==> config.mk <==
export PLATFORM = sky130hd
export DESIGN_NAME = mult_datapath_flat
export DESIGN_NICKNAME = d
export VERILOG_FILES = /design/src/rtl/mult_pkg.sv /design/src/rtl/mult_datapath_if.sv /design/src/rtl/add_sub9.sv /design/src/rtl/mult_datapath.sv /design/src/flat_wrapper.sv
export SDC_FILE = /design/constraint.sdc
export NUM_CORES = 1
export LEC_CHECK = 0
export ABC_AREA = 1
export BUFFER_PORTS_ARGS = -buffer_cell sky130_fd_sc_hd__buf_4
export CORE_ASPECT_RATIO = 2
export CORE_MARGIN = 2
export CORE_UTILIZATION = 41
export DETAILED_ROUTE_END_ITERATION = 10
export SLEW_MARGIN = 25
export SYNTH_ARGS = -nofsm -noshare
export SYNTH_HDL_FRONTEND = slang
export SYNTH_SLANG_ARGS = --single-unit
==> constraint.sdc <==
create_clock -name Clk -period 4.54 [get_ports Clk]
set_input_delay 0.454 -clock Clk [delete_from_list [all_inputs] [get_ports Clk]]
set_output_delay 0.454 -clock Clk [all_outputs]
set_load 0.005 [all_outputs]
==> src/rtl/mult_pkg.sv <==
// -----------------------------------------------------------------------------
// mult_pkg
//   Shared definitions for the shift-add multiplier datapath and its control.
//   - DATA_W_DEF : default operand width
//   - op_e       : one-hot-free operation code produced by the priority decoder
//   - decode_op  : fixed-priority decode Clr_Ld > Clr > Sub > Add > Shift
// -----------------------------------------------------------------------------
package mult_pkg;

    localparam int DATA_W_DEF = 8;

    typedef enum logic [2:0] {
        NOP,
        LOAD,
        CLEAR,
        SUB,
        ADD,
        SHIFT
    } op_e;

    // Exactly one operation per cycle; higher-priority requests mask lower ones.
    function automatic op_e decode_op(
        input logic clr_ld,
        input logic clr,
        input logic sub,
        input logic add,
        input logic shift
    );
        if (clr_ld)     return LOAD;
        else if (clr)   return CLEAR;
        else if (sub)   return SUB;
        else if (add)   return ADD;
        else if (shift) return SHIFT;
        else            return NOP;
    endfunction

endpackage

==> src/rtl/mult_datapath_if.sv <==
// -----------------------------------------------------------------------------
// mult_datapath_if
//   Bundle of operation requests and register views between the multiplier
//   control (master) and the datapath (slave).
//   master : drives SW, Clr_Ld, Clr, Add, Sub, Shift; observes Aval, Bval, X, M
//   slave  : the datapath side of the same signals
// -----------------------------------------------------------------------------
interface mult_datapath_if
    import mult_pkg::*;
#(
    parameter int DATA_W = DATA_W_DEF
) ();

    logic [DATA_W-1:0] SW;
    logic              Clr_Ld;
    logic              Clr;
    logic              Add;
    logic              Sub;
    logic              Shift;
    logic [DATA_W-1:0] Aval;
    logic [DATA_W-1:0] Bval;
    logic              X;
    logic              M;

    modport master (
        output SW, Clr_Ld, Clr, Add, Sub, Shift,
        input  Aval, Bval, X, M
    );

    modport slave (
        input  SW, Clr_Ld, Clr, Add, Sub, Shift,
        output Aval, Bval, X, M
    );

endinterface

==> src/rtl/add_sub9.sv <==
// -----------------------------------------------------------------------------
// add_sub9
//   W-bit two's complement adder/subtractor (W = DATA_W+1, 9 by default).
//   a, b : operands (already sign-extended by the caller)
//   sub  : 1 -> s = a - b, 0 -> s = a + b
//   s    : W-bit result, carry-out dropped (wraps modulo 2^W)
// -----------------------------------------------------------------------------
module add_sub9 #(
    parameter int W = 9
) (
    input  logic [W-1:0] a,
    input  logic [W-1:0] b,
    input  logic         sub,
    output logic [W-1:0] s
);

    logic [W-1:0] b_eff;

    always_comb begin
        // Subtraction as a + ~b + 1, sharing the single adder.
        b_eff = sub ? ~b : b;
        s     = a + b_eff + {{(W-1){1'b0}}, sub};
    end

endmodule

==> src/rtl/mult_datapath.sv <==
// -----------------------------------------------------------------------------
// mult_datapath
//   Register file and shifter of a signed shift-add multiplier.
//   Holds X (sign-extension bit), A (accumulator / product high half) and
//   B (multiplier / product low half). One operation per rising Clk edge,
//   chosen by fixed priority Clr_Ld > Clr > Sub > Add > Shift.
//   Ports:
//     Clk     : system clock, rising edge
//     Reset_n : asynchronous active-low reset, clears X, A, B
//     bus     : slave side of mult_datapath_if
//               SW  operand / load value, Clr_Ld/Clr/Add/Sub/Shift requests,
//               Aval/Bval/X registered views, M = B[0] combinational
// -----------------------------------------------------------------------------
module mult_datapath
    import mult_pkg::*;
#(
    parameter int DATA_W = DATA_W_DEF
) (
    input  logic                Clk,
    input  logic                Reset_n,
    mult_datapath_if.slave      bus
);

    logic              x_q, x_d;
    logic [DATA_W-1:0] a_q, a_d;
    logic [DATA_W-1:0] b_q, b_d;

    op_e               op;
    logic [DATA_W:0]   sum;

    always_comb begin
        op = decode_op(bus.Clr_Ld, bus.Clr, bus.Sub, bus.Add, bus.Shift);
    end

    // Both operands sign-extended by one bit so X receives the true sign.
    add_sub9 #(
        .W (DATA_W + 1)
    ) u_add_sub (
        .a   ({a_q[DATA_W-1], a_q}),
        .b   ({bus.SW[DATA_W-1], bus.SW}),
        .sub (op == SUB),
        .s   (sum)
    );

    always_comb begin
        x_d = x_q;
        a_d = a_q;
        b_d = b_q;
        case (op)
            LOAD: begin
                x_d = 1'b0;
                a_d = '0;
                b_d = bus.SW;
            end
            CLEAR: begin
                x_d = 1'b0;
                a_d = '0;
            end
            SUB, ADD: begin
                x_d = sum[DATA_W];
                a_d = sum[DATA_W-1:0];
            end
            SHIFT: begin
                // Arithmetic right shift of {X,A,B}: X keeps the sign.
                a_d = {x_q, a_q[DATA_W-1:1]};
                b_d = {a_q[0], b_q[DATA_W-1:1]};
            end
            default: ;
        endcase
    end

    always_ff @(posedge Clk or negedge Reset_n) begin
        if (!Reset_n) begin
            x_q <= 1'b0;
            a_q <= '0;
            b_q <= '0;
        end else begin
            x_q <= x_d;
            a_q <= a_d;
            b_q <= b_d;
        end
    end

    assign bus.Aval = a_q;
    assign bus.Bval = b_q;
    assign bus.X    = x_q;
    assign bus.M    = b_q[0];

endmodule

==> src/flat_wrapper.sv <==
// flat-port wrapper written by rule: the top's interface ports become plain ports
module mult_datapath_flat import mult_pkg::*;
#(
    parameter int DATA_W = DATA_W_DEF
)
  (Clk, Reset_n, bus_SW, bus_Clr_Ld, bus_Clr, bus_Add, bus_Sub, bus_Shift, bus_Aval, bus_Bval, bus_X, bus_M);
  mult_datapath_if #(.DATA_W(DATA_W)) bus_i ();
  input  logic Clk;
  input  logic Reset_n;
  input wire logic [$bits(bus_i.SW)-1:0] bus_SW;
  input wire logic [$bits(bus_i.Clr_Ld)-1:0] bus_Clr_Ld;
  input wire logic [$bits(bus_i.Clr)-1:0] bus_Clr;
  input wire logic [$bits(bus_i.Add)-1:0] bus_Add;
  input wire logic [$bits(bus_i.Sub)-1:0] bus_Sub;
  input wire logic [$bits(bus_i.Shift)-1:0] bus_Shift;
  output wire logic [$bits(bus_i.Aval)-1:0] bus_Aval;
  output wire logic [$bits(bus_i.Bval)-1:0] bus_Bval;
  output wire logic [$bits(bus_i.X)-1:0] bus_X;
  output wire logic [$bits(bus_i.M)-1:0] bus_M;
  assign bus_i.SW = bus_SW;
  assign bus_i.Clr_Ld = bus_Clr_Ld;
  assign bus_i.Clr = bus_Clr;
  assign bus_i.Add = bus_Add;
  assign bus_i.Sub = bus_Sub;
  assign bus_i.Shift = bus_Shift;
  assign bus_Aval = bus_i.Aval;
  assign bus_Bval = bus_i.Bval;
  assign bus_X = bus_i.X;
  assign bus_M = bus_i.M;
  mult_datapath #(.DATA_W(DATA_W)) u_core (.Clk(Clk), .Reset_n(Reset_n), .bus(bus_i));
endmodule
==> results.cfg <==
[timing]
min_period_over_period_pct = 46.0
relSlewSlack_pct = 55.9
hold_ws_ps = 52.8
tns_ps = 0
rsz0062_at_grt = no
skew_ps = 0.852
setup_viol = 0
slew_violations = 0
max_slew.worst_pin.slew_ps = 659
fmax_mhz = 479
hold_viol_final = 0
post-route-min-period_ps = 2090

[cells_and_area]
nNetsFinal = 230
layout.cells.most_common_list = 60 x nand2_1, 32 x buf_4, 23 x nand3_1
stdcell_count = 236
syn2layout_area_growth_pct = 23.7
diodes = 0
drive_gt1_share_pct = 21.4
mostFrequentLayoutCell = nand2_1

[drt]
routed-via-count = 1275
drt_iter0_markers = 33
antenna_left = 0
drc_errors = 0
vias_per_cell = 5.40
firstDrtPassIters = 4
wl_um = 3330
wire_per_inst_um = 14.1

[logic_synthesis]
syn_avg_cell_area_um2 = 7.30
synth.area.top_cells = dfrtp_1 34%, nand2_1 18%, nand3_1 9.1%
syn-num-nets = 196
netlist_instances = 173
syn_area_um2 = 1260
synth.distinct_cells = 27
ys_ff_latch = 17
synth_seq_area_share_pct = 33.7
synth_top_cell_by_area = dfrtp_1
yosys_warnings = 0
synth_top_area_share_pct = 33.7

[worst_setup_path]
path_cells = buf_4 > inv_1 > nand3_4 > xnor2_1 > ha_1 > a21oi_1 > or2_2 > nand3_1 > nand2_1 > nand2_1 > a22oi_1
crit_buf_inv = 2
crit_top_cell = nand2_1
r2r_setup_slack_ps = 2790
worst_path_dominant_cell_family = simple AND/OR/NAND/NOR gates
required_ps = 4650
reg2regPathDepth = 10
crit_fanout = 11
worst_setup_path_start_kind = primary input
cpPeakStageDelay_ps = 380
worstSetupEndpointType = register
r2r_start = u_core.bus.Aval[0]
crit_type = in2reg
cp_slowest_cell = ha_1
reg2reg_to = u_core.bus.X
crit_arrival_ps = 2200

[floorplan]
die_width_um = 43.3
core_um2 = 2940
dieArea_um2 = 3570
num_rows = 28
pin_count = 33
die_y_um = 82.5
start_util_pct = 42.9

[cts]
cts_root_buffer = clkbuf_8
cts_buffers = 3
clk_pin_slew_ps = 70
clock_sinks = 17
clk_latency_ps = 250
cts_tree = yes
cts-resized-gates = 0
ctsHoldBuffers = 0
clockBufferDepth = 2
post_cts_buffers = 0
cts.htree.levels = 1

[global_routing]
grt_pass1_vias = 1209
grt_start_max_net_pins = 18
grt_pass1_wl_um = 5440
grt.total_usage_pct = 20.5
grt-ovfl-total = 0
antenna_found_initial = 0

[power]
p_leak_nw = 0.850
irDropWorstVdd_uv = 163
p_per_area_nw_per_um2 = 295

[place]
io_buffers = 32
dp_cells = 232
hpwl_um = 2660
gp_congestion = 0.920

[flow_run]
drv_cap = 0

[min_path]
hold_class = in2async

[run_status]
status = finished, final reports clean
==> synth_stat cells <==
library cell / instances
nand2_2: 1
nor3_1: 2
inv_2: 2
dfrtp_1: 17
fa_1: 1
xnor2_1: 6
buf_4: 1
nand3_1: 23
o211ai_1: 3
or2_0: 1
a31oi_1: 1
buf_2: 1
o31ai_1: 1
buf_6: 1
a21oi_1: 7
a22oi_1: 2
nand3_4: 1
nor3_4: 1
nand2_1: 60
nor2_1: 4
ha_1: 7
inv_1: 22
o21ai_0: 1
a31oi_4: 1
xor2_1: 1
or2_2: 3
nand4_1: 2
==> state kept, by name, summed over array words and instances, names as in the netlist <==
register / flops
u_core.bus.Aval: 8
u_core.bus.X: 1
u_core.bus.Bval: 8
==> final cells by class <==
class | instances | area [um^2]
fill | 321 | 1380
multi-input combinational | 129 | 724
sequential | 17 | 425
timing repair buffer | 32 | 240
inverter | 24 | 90.1
clock buffer | 4 | 45.0
tap | 30 | 37.5
==> how the worst max path moves through the flow <==
stage,to,slack [ps],cells after the start,startpoint
2_1_floorplan,u_core.bus.Aval[4],2520,9,bus_Clr
3_3_place_gp,u_core.bus.X,2240,11,bus_Clr_Ld
3_5_place_dp,u_core.bus.X,2180,11,bus_Clr_Ld
4_1_cts,u_core.bus.X,2450,11,bus_Clr
5_1_grt,u_core.bus.Aval[7],2250,15,bus_Clr_Ld
6_report,u_core.bus.X,2450,11,bus_Clr_Ld
==> routing by layer <==
layer / up-vias / part of all wire (%) / track usage [%]
li1: 629 / - / -
met1: 606 / 37 / 21.3
met2: 33 / 58 / 40.4
met3: 7 / 3.5 / 2.17
met4: 0 / 1.7 / 7.27
met5: - / 0 / 0
==> power breakdown <==
part	leakage (nW)	internal (mW)	total, mW	switching, mW
Clock	0.0228	0.0624	0.116	0.0532
Sequential	0.218	0.168	0.185	0.0171
Combinational	0.610	0.0731	0.160	0.0868
==> kinds of logic (layout without fill, tap and decap cells) <==
group | Yosys count | count (layout) | share of synthesized area [%]
adder cells (fa/ha/maj) | 8 | 8 | 8.51
AND/OR/NAND/NOR | 98 | 98 | 35.1
XOR/XNOR | 7 | 7 | 4.85
buffers and inverters | 27 | 60 | 9.01
flip-flops | 17 | 17 | 33.7
AO/OA/AOI/OAI | 16 | 16 | 8.91
==> metrics by stage <==
step                      worst slack [ps]  instance area [um^2]  utilization (%)  power [mW]
after floorplan                       2520                  1260                -       0.282
after global placement                2240                  1520             51.6       0.344
after detailed placement              2180                  1520             51.6       0.349
after CTS                             2450                  1560             53.1       0.464
after global routing                  2250                  1560             53.1       0.492
final                                 2450                  1560             53.1       0.461
No activity file was read; power rests on OpenSTA's default activity.
